<file path="src/rtl/enigma_key_sequencer_if.sv">
// Keystroke, datapath and ciphertext handshake bundle for the Enigma key sequencer.
// The slave side is the sequencer. The master side is the keyboard, datapath and consumer.
interface enigma_key_sequencer_if;
  logic       key_valid;
  logic [7:0] key_char;
  logic       key_ready;
  logic       dp_start;
  logic [4:0] dp_in;
  logic       dp_done;
  logic [4:0] dp_out;
  logic       out_valid;
  logic [7:0] out_char;
  logic       out_ready;

  modport slave (
    input  key_valid, key_char, dp_done, dp_out, out_ready,
    output key_ready, dp_start, dp_in, out_valid, out_char
  );

  modport master (
    output key_valid, key_char, dp_done, dp_out, out_ready,
    input  key_ready, dp_start, dp_in, out_valid, out_char
  );
endinterface

</file>
<file path="src/rtl/enigma_key_sequencer.sv">
// Enigma control FSM. It validates a keystroke, double-steps the rotors, runs one datapath
// encipherment with a timeout, and hands the ciphertext letter to the consumer.
module enigma_key_sequencer #(
  parameter int NOTCH_R = 16,
  parameter int NOTCH_M = 4,
  parameter int TIMEOUT = 15
) (
  input  logic                  clk,
  input  logic                  rst,
  enigma_key_sequencer_if.slave bus,
  input  logic                  cfg_we,
  input  logic [4:0]            cfg_pos_l,
  input  logic [4:0]            cfg_pos_m,
  input  logic [4:0]            cfg_pos_r,
  output logic [4:0]            pos_l,
  output logic [4:0]            pos_m,
  output logic [4:0]            pos_r,
  output logic                  error_flag,
  output logic [1:0]            err_code
);
  localparam int CNT_W = $clog2(TIMEOUT + 1);
  localparam logic [1:0] ERR_KEY  = 2'd1;
  localparam logic [1:0] ERR_SELF = 2'd2;
  localparam logic [1:0] ERR_TIME = 2'd3;

  typedef enum logic [2:0] {IDLE, STEP, START, WAIT, OUT} state_t;

  state_t           state_reg, state_next;
  logic [4:0]       pos_l_reg, pos_l_next;
  logic [4:0]       pos_m_reg, pos_m_next;
  logic [4:0]       pos_r_reg, pos_r_next;
  logic [4:0]       idx_reg, idx_next;
  logic [7:0]       out_char_reg, out_char_next;
  logic             err_flag_reg, err_flag_next;
  logic [1:0]       err_code_reg, err_code_next;
  logic [CNT_W-1:0] wait_cnt_reg, wait_cnt_next;

  logic [4:0] cfg_raw [3];
  logic [4:0] cfg_mod [3];
  logic       key_upper, key_lower;

  function automatic logic [4:0] inc26(input logic [4:0] v);
    return (v == 5'd25) ? 5'd0 : v + 5'd1;
  endfunction

  assign cfg_raw[0] = cfg_pos_l;
  assign cfg_raw[1] = cfg_pos_m;
  assign cfg_raw[2] = cfg_pos_r;

  // Config values 26..31 fold back into range with a single subtraction.
  generate
    for (genvar gi = 0; gi < 3; gi++) begin : g_cfg_mod
      assign cfg_mod[gi] = (cfg_raw[gi] > 5'd25) ? cfg_raw[gi] - 5'd26 : cfg_raw[gi];
    end
  endgenerate

  assign key_upper = (bus.key_char >= 8'd65) && (bus.key_char <= 8'd90);
  assign key_lower = (bus.key_char >= 8'd97) && (bus.key_char <= 8'd122);

  always_comb begin
    state_next    = state_reg;
    pos_l_next    = pos_l_reg;
    pos_m_next    = pos_m_reg;
    pos_r_next    = pos_r_reg;
    idx_next      = idx_reg;
    out_char_next = out_char_reg;
    err_flag_next = 1'b0;
    err_code_next = err_code_reg;
    wait_cnt_next = wait_cnt_reg;
    case (state_reg)
      IDLE: begin
        if (bus.key_valid) begin
          if (key_upper) begin
            idx_next   = 5'(bus.key_char - 8'd65);
            state_next = STEP;
          end else if (key_lower) begin
            idx_next   = 5'(bus.key_char - 8'd97);
            state_next = STEP;
          end else begin
            err_flag_next = 1'b1;
            err_code_next = ERR_KEY;
          end
        end else if (cfg_we) begin
          pos_l_next = cfg_mod[0];
          pos_m_next = cfg_mod[1];
          pos_r_next = cfg_mod[2];
        end
      end
      STEP: begin
        // The middle rotor's own notch moves both itself and the left rotor (double step).
        pos_r_next = inc26(pos_r_reg);
        if ((pos_r_reg == 5'(NOTCH_R)) || (pos_m_reg == 5'(NOTCH_M)))
          pos_m_next = inc26(pos_m_reg);
        if (pos_m_reg == 5'(NOTCH_M))
          pos_l_next = inc26(pos_l_reg);
        state_next = START;
      end
      START: begin
        wait_cnt_next = '0;
        state_next    = WAIT;
      end
      WAIT: begin
        if (bus.dp_done) begin
          if ((bus.dp_out == idx_reg) || (bus.dp_out > 5'd25)) begin
            err_flag_next = 1'b1;
            err_code_next = ERR_SELF;
            state_next    = IDLE;
          end else begin
            out_char_next = {3'b000, bus.dp_out} + 8'd65;
            state_next    = OUT;
          end
        end else if (wait_cnt_reg == CNT_W'(TIMEOUT - 1)) begin
          err_flag_next = 1'b1;
          err_code_next = ERR_TIME;
          state_next    = IDLE;
        end else begin
          wait_cnt_next = wait_cnt_reg + 1'b1;
        end
      end
      OUT: begin
        if (bus.out_ready) state_next = IDLE;
      end
      default: state_next = IDLE;
    endcase
  end

  always_ff @(posedge clk) begin
    if (rst) begin
      state_reg    <= IDLE;
      pos_l_reg    <= 5'd0;
      pos_m_reg    <= 5'd0;
      pos_r_reg    <= 5'd0;
      idx_reg      <= 5'd0;
      out_char_reg <= 8'd65;
      err_flag_reg <= 1'b0;
      err_code_reg <= 2'd0;
      wait_cnt_reg <= '0;
    end else begin
      state_reg    <= state_next;
      pos_l_reg    <= pos_l_next;
      pos_m_reg    <= pos_m_next;
      pos_r_reg    <= pos_r_next;
      idx_reg      <= idx_next;
      out_char_reg <= out_char_next;
      err_flag_reg <= err_flag_next;
      err_code_reg <= err_code_next;
      wait_cnt_reg <= wait_cnt_next;
    end
  end

  assign bus.key_ready = (state_reg == IDLE);
  assign bus.dp_start  = (state_reg == START);
  assign bus.out_valid = (state_reg == OUT);
  assign bus.dp_in     = idx_reg;
  assign bus.out_char  = out_char_reg;
  assign pos_l         = pos_l_reg;
  assign pos_m         = pos_m_reg;
  assign pos_r         = pos_r_reg;
  assign error_flag    = err_flag_reg;
  assign err_code      = err_code_reg;
endmodule

</file>
<file path="src/flat_wrapper.sv">
// flat-port wrapper written by rule: the top's interface ports become plain ports
module enigma_key_sequencer_flat 
#(
  parameter int NOTCH_R = 16,
  parameter int NOTCH_M = 4,
  parameter int TIMEOUT = 15
)
  (clk, rst, cfg_we, cfg_pos_l, cfg_pos_m, cfg_pos_r, pos_l, pos_m, pos_r, error_flag, err_code, bus_key_valid, bus_key_char, bus_dp_done, bus_dp_out, bus_out_ready, bus_key_ready, bus_dp_start, bus_dp_in, bus_out_valid, bus_out_char);
  enigma_key_sequencer_if bus_i ();
  input  logic clk;
  input  logic rst;
  input  logic cfg_we;
  input  logic [4:0] cfg_pos_l;
  input  logic [4:0] cfg_pos_m;
  input  logic [4:0] cfg_pos_r;
  output logic [4:0] pos_l;
  output logic [4:0] pos_m;
  output logic [4:0] pos_r;
  output logic error_flag;
  output logic [1:0] err_code;
  input wire logic [$bits(bus_i.key_valid)-1:0] bus_key_valid;
  input wire logic [$bits(bus_i.key_char)-1:0] bus_key_char;
  input wire logic [$bits(bus_i.dp_done)-1:0] bus_dp_done;
  input wire logic [$bits(bus_i.dp_out)-1:0] bus_dp_out;
  input wire logic [$bits(bus_i.out_ready)-1:0] bus_out_ready;
  output wire logic [$bits(bus_i.key_ready)-1:0] bus_key_ready;
  output wire logic [$bits(bus_i.dp_start)-1:0] bus_dp_start;
  output wire logic [$bits(bus_i.dp_in)-1:0] bus_dp_in;
  output wire logic [$bits(bus_i.out_valid)-1:0] bus_out_valid;
  output wire logic [$bits(bus_i.out_char)-1:0] bus_out_char;
  assign bus_i.key_valid = bus_key_valid;
  assign bus_i.key_char = bus_key_char;
  assign bus_i.dp_done = bus_dp_done;
  assign bus_i.dp_out = bus_dp_out;
  assign bus_i.out_ready = bus_out_ready;
  assign bus_key_ready = bus_i.key_ready;
  assign bus_dp_start = bus_i.dp_start;
  assign bus_dp_in = bus_i.dp_in;
  assign bus_out_valid = bus_i.out_valid;
  assign bus_out_char = bus_i.out_char;
  enigma_key_sequencer #(.NOTCH_R(NOTCH_R), .NOTCH_M(NOTCH_M), .TIMEOUT(TIMEOUT)) u_core (.clk(clk), .rst(rst), .bus(bus_i), .cfg_we(cfg_we), .cfg_pos_l(cfg_pos_l), .cfg_pos_m(cfg_pos_m), .cfg_pos_r(cfg_pos_r), .pos_l(pos_l), .pos_m(pos_m), .pos_r(pos_r), .error_flag(error_flag), .err_code(err_code));
endmodule
</file>
<file path="config.mk">
export PLATFORM = sky130hd
export DESIGN_NAME = enigma_key_sequencer_flat
export DESIGN_NICKNAME = d
export VERILOG_FILES = /design/src/rtl/enigma_key_sequencer_if.sv /design/src/rtl/enigma_key_sequencer.sv /design/src/flat_wrapper.sv
export SDC_FILE = /design/constraint.sdc
export NUM_CORES = 1
export LEC_CHECK = 0
export CAP_MARGIN = 20
export CORE_UTILIZATION = 44
export CTS_CLUSTER_DIAMETER = 50
export DETAILED_ROUTE_END_ITERATION = 6
export PLACE_DENSITY = 0.86
export SYNTH_ARGS = -nofsm -noshare
export SYNTH_HDL_FRONTEND = slang
export SYNTH_SLANG_ARGS = --single-unit
</file>
<file path="constraint.sdc">
create_clock -name clk -period 1.8 [get_ports clk]
set_input_delay 0.36 -clock clk [delete_from_list [all_inputs] [get_ports clk]]
set_output_delay 0.36 -clock clk [all_outputs]
set_load 0.03 [all_outputs]
</file>
-- Word level (Yosys, flattened, before mapping)
Index checks and enable logic that the tools add are counted.
- register bits after elaboration: 38
- word-level logic and storage cells: 113
- output and inout bits: 34
- bits of input ports: 34
- magnitude comparators: 8
- mux-type cells: 44
- bitwise logic cells: 1
- reductions and logical operators: 17
- $add $sub $neg: 10
- eq/ne operators: 24
- operators by type and width (cell ; number):
    $mux W5 ; 16
    $pmux W5 S2 ; 3
    $mux W3 ; 7
    $eq A5 B5 Y1 const B ; 4
    $gt A5 B5 Y1 const B ; 4
    $ge A8 B7 Y1 const B ; 2
    $le A8 B7 Y1 const B ; 2
    $ne A2 B2 Y1 const B ; 8
    $add A5 B1 Y5 const B ; 3
    $pmux W3 S5 ; 1
    $sub A5 B5 Y5 const B ; 3
    $mux W2 ; 6
    $reduce_and A3 Y1 ; 4
    $reduce_and A4 Y1 ; 3
    $sub A5 B1 Y5 const B ; 2
    $add A5 B7 Y8 const B ; 1
    $mux W4 ; 2
    $pmux W4 S2 ; 1
    $reduce_bool A2 Y1 ; 4
    $eq A3 B2 Y1 const B ; 2
    $mux W1 ; 6
    $ne A3 B2 Y1 const B ; 2
    $reduce_and A6 Y1 ; 1
    $eq A5 B3 Y1 const B ; 1
    13 further kinds ; 16

-- Depth between registers and ports, before layout
- depth after elaboration: 6
- gate-level depth with buffers: 8

-- Worst setup path before layout
No wires, ideal clock.
- kind: register -> register
- from: register u_core.state_reg[1]
- to: register u_core.err_code_reg[0] (netlist: u_core.err_code[0])
- path slack: -172 ps
- path buffers: 1
- period minus slack after synthesis: 1972 ps
- data required time: 1713 ps
- library setup time: 87 ps
- cell stages (with the launch flop): 7
- data arrival time: 1885 ps
- cell sequence: dfxtp_1 -> buf_2 -> nor3_2 -> nand2_1 -> a21o_1 -> or3_1 -> o31ai_1
- longest elaborated chain between the ends: 3
- RTL lines (what ; line ; source):
    start, declared ; enigma_key_sequencer.sv:28 ; state_t state_reg, state_next;
    start signal, assigned ; enigma_key_sequencer.sv:139 ; state_reg <= state_next;
    $logic_not A3 Y1 (*) ; - ;
    net bus_key_ready ; flat_wrapper.sv:26 ; output wire logic [$bits(bus_i.key_ready)-1:0] bus_key_ready;
    $ne A2 B2 Y1 (no line) or $reduce_bool A2 Y1 (tied branches) ; - ;
    $reduce_and A6 Y1 (no line) ; - ;
    end signal, assigned ; enigma_key_sequencer.sv:146 ; err_code_reg <= err_code_next;
    end, declared ; enigma_key_sequencer.sv:35 ; logic [1:0] err_code_reg, err_code_next;
The timed path passes the listed nets; every way through them passes the cells marked *.
A chain may end at the register's enable or synchronous reset.

-- Final worst setup path
- from: input bus_dp_done
- to: register u_core.out_char_reg[1] (netlist: u_core.bus.out_char[1])
- longest elaborated chain between the ends: 1
- RTL lines (what ; line ; source):
    start, declared ; flat_wrapper.sv:23 ; input wire logic [$bits(bus_i.dp_done)-1:0] bus_dp_done;
    $reduce_and A3 Y1 (no line) ; - ;
    end signal, assigned ; enigma_key_sequencer.sv:144 ; out_char_reg <= out_char_next;
    end, declared ; enigma_key_sequencer.sv:33 ; logic [7:0] out_char_reg, out_char_next;
No other way between the ends.

==> out/metrics.cfg <==
[outcome]
status=complete, no violations

[place]
gpl.final_weighted_congestion=0.899
post-dp-hpwl_mm=5.34
number_of_input_and_output_port_buffers_inserted=65

[sta]
grt_setup_unrepaired=yes
fin_tns_setup_ns=0
final.period_utilization=0.991
clock-skew-final_ns=0.00458
final-max-slew-violation-count=0
max_freq_mhz=560
setup_viol=0
hold_viol=0
worst_hold_slack_after_final_layout_ns=0.423
final_period_minus_worst_setup_slack_ns=1.78

[critical_path]
critical_path.max_fanout=9
setup.worst_path.start_class=primary input
cp.required_ns=2.01
worstSetupEndpoint=u_core.bus.out_char[1]
timing.reg2reg.setup_slack_ns=0.08
crit_path_start=bus_dp_done
worst_r2r_path_depth=6
worstSetupEndpointType=flip-flop
cp.arrival_ns=1.99
criticalPathCategory=primary input to flip-flop
timing.rr.end=u_core.wait_cnt_reg[3]
regToRegStartpoint=u_core.wait_cnt_reg[0]

[finish]
largest_register_ff_count=6
fillers=429
finish.net_count=472
drive_gt1_frac=0.287
postLayoutCoreUtil=0.720
flow.area_growth_from_synthesis_pct=56.2
diodes=0

[floorplan]
design.core.area_um2=5540
floorplan.die_area_um2=6110
io-pin-count=68
die_x_um=78.2
die_h_um=78.2
std_cell_rows=27
floorplan.initialDensity=0.461

[clock_network]
tritoncts=yes
clk_transition_reported_paths_ns=0.08
max-clock-path-buffers=2
clkSinkCount=36
tritoncts.num_buffers=5
ctsRootBufferMaster=sky130_fd_sc_hd__clkbuf_8
worst_skew_pair_latency_ns=0.30
cts_htree_levels=2

[yosys]
yosys_most_used_dff=sky130_fd_sc_hd__dfxtp_1
syn_area_per_cell_um2=8.51
synth.yosys.warnings=0
ys_async_sr_fraction=0
postSynthCellCount=300
seq_area_frac_synth=0.282
mappedNetlistNets=355
synthesis.area_um2=2550
synth_enable_flop_cells=0
synth-seq-cells=36
yosys.cell_types.count=64

[global_route]
met3_usage=0.0500
grt.met2_usage=0.414
grt_antenna_before_repair=0
pin_count_of_the_biggest_net_entering_global_routing=20
globalRoute.busiestLayer=met2
grt.overflow.total=0
grt.total_usage=0.239
grt_pass1_vias=2605
grt_first_pass_wirelength_mm=11.8
gr-usage-met1=0.295

[pwr]
switching_power_mw=0.799
report.power.total_mw=2.45
peakVddDrop_v=0.000330
combinational_power_share=0.329
power_density_nw_per_um2=614
sequentialPowerShare=0.369
power.switching_fraction=0.326
power.leakage_nw=1.85
clockPowerShare=0.301
internal-power_mw=1.65

[worst_hold_path]
hold_path.class=primary input to flip-flop

[drt]
dr_vias=2726
post_drt_via_cell_ratio=5.56
routed_wire_length_mm=7.26
detail_route.drc_violations=0
detailedRoute.firstPassIterationCount=4
dr.first_iter.drc_count=188
drt-wirelength-per-cell_um=14.8
ant_nets=0

[run]
drv_cap=0

-- critical path: stages --
cell and delay, ns:
sky130_fd_sc_hd__clkdlybuf4s50_1 0.55, sky130_fd_sc_hd__inv_1 0.06, sky130_fd_sc_hd__nor2_1 0.28, sky130_fd_sc_hd__o211a_1 0.26
sky130_fd_sc_hd__buf_4 0.18, sky130_fd_sc_hd__nor2_1 0.06, sky130_fd_sc_hd__a211oi_1 0.24
-- cells in the final DEF (no fill, tap or decap), types with 5 or more instances in the layout --
cell,Yosys,final
sky130_fd_sc_hd__nand2_1,21,21
sky130_fd_sc_hd__o211ai_1,7,7
sky130_fd_sc_hd__a21oi_1,14,14
sky130_fd_sc_hd__a211oi_1,13,13
sky130_fd_sc_hd__dfxtp_2,0,5
sky130_fd_sc_hd__dfxtp_1,36,31
sky130_fd_sc_hd__dlygate4sd2_1,0,10
sky130_fd_sc_hd__inv_1,21,14
sky130_fd_sc_hd__mux2i_1,7,7
sky130_fd_sc_hd__o21ai_0,9,9
sky130_fd_sc_hd__nand3_1,11,10
sky130_fd_sc_hd__clkbuf_8,0,5
sky130_fd_sc_hd__clkdlybuf4s50_1,0,35
sky130_fd_sc_hd__nor2_1,18,18
sky130_fd_sc_hd__and3_1,5,5
sky130_fd_sc_hd__buf_4,2,63
sky130_fd_sc_hd__xnor2_1,11,9
sky130_fd_sc_hd__ha_1,21,18
sky130_fd_sc_hd__dlymetal6s2s_1,0,15
sky130_fd_sc_hd__inv_2,0,5
sky130_fd_sc_hd__nor3_1,8,8
-- how the worst min path moves through the flow --
stage | to | startpoint | depth (start not counted) | slack (ns)
floorplan | u_core.bus.dp_in[0] | bus_key_char[0] | 1 | 0.46
finish | u_core.bus.dp_in[0] | bus_key_char[0] | 3 | 0.42
global placement | u_core.bus.out_char[0] | u_core.bus.out_char[0] | 2 | 0.46
CTS | u_core.bus.dp_in[0] | bus_key_char[0] | 3 | 0.43
global route | u_core.bus.dp_in[0] | bus_key_char[0] | 3 | 0.45
detailed placement | u_core.bus.out_char[5] | u_core.bus.out_char[5] | 1 | 0.48
-- per-layer routing --
layer / vias to the layer above / routed length (um)
met5: - / 0
met4: 0 / 131
met3: 15 / 332
met2: 88 / 3690
met1: 1292 / 3100
li1: 1331 / -
-- layout make-up --
class / count / area, um^2 / share of cell area
Sequential cell: 36 / 727 / 0.182
Multi-Input combinational cell: 229 / 1860 / 0.466
Tap cell: 72 / 90.1 / 0.0226
Clock buffer: 5 / 68.8 / 0.0173
Inverter: 21 / 96.3 / 0.0242
Clock inverter: 3 / 42.5 / 0.0107
Timing Repair Buffer: 124 / 1100 / 0.277
-- power groups by stage --
stage / Clock, mW / Combinational, mW / Sequential (mW)
global route: 0.789 / 0.874 / 0.912
floorplan: 0 / 0.329 / 0.984
global placement: 0 / 0.738 / 0.913
detailed placement: 0 / 0.764 / 0.916
finish: 0.738 / 0.806 / 0.904
CTS: 0.739 / 0.766 / 0.896
-- metrics by stage --
step                setup slack [ns]  cell area [um^2]  std cells
finish                        0.0154              3990        490
global route                 -0.0454              3990        490
detailed placement            -0.729              3710        480
CTS                          0.00625              3830        490
floorplan                     -0.102              2610        300
global placement              -0.675              3710        480
-- synth_stat cells, types with 8 or more instances --
cell / count / share of area
sky130_fd_sc_hd__a211oi_1: 13 / 0.038
sky130_fd_sc_hd__a21oi_1: 14 / 0.027
sky130_fd_sc_hd__o21ai_0: 9 / 0.018
sky130_fd_sc_hd__nand3_1: 11 / 0.022
sky130_fd_sc_hd__nor2_1: 18 / 0.026
sky130_fd_sc_hd__dfxtp_1: 36 / 0.28
sky130_fd_sc_hd__xnor2_1: 11 / 0.038
sky130_fd_sc_hd__inv_1: 21 / 0.031
sky130_fd_sc_hd__nor3_1: 8 / 0.016
sky130_fd_sc_hd__ha_1: 21 / 0.10
sky130_fd_sc_hd__clkbuf_1: 8 / 0.012
sky130_fd_sc_hd__nand2_1: 21 / 0.031
-- logic make-up after synthesis --
family                     synth area share
and+or+nand+nor                       0.241
AOI/OAI and AO/OA                     0.236
DFF                                   0.282
buffers and inverters                0.0559
adders and majority gates             0.103
xor gates and xnor gates             0.0515
muxes                                0.0275
other                               0.00294
-- what timing repair did --
item	CTS	global route
setup buffers	2	0
pin swaps	10	11
endpoints found under the setup margin	18	27
cloned	0	0
gates resized for setup	26	43
hold buffers	0	0
(Power assumes the default switching activity.)
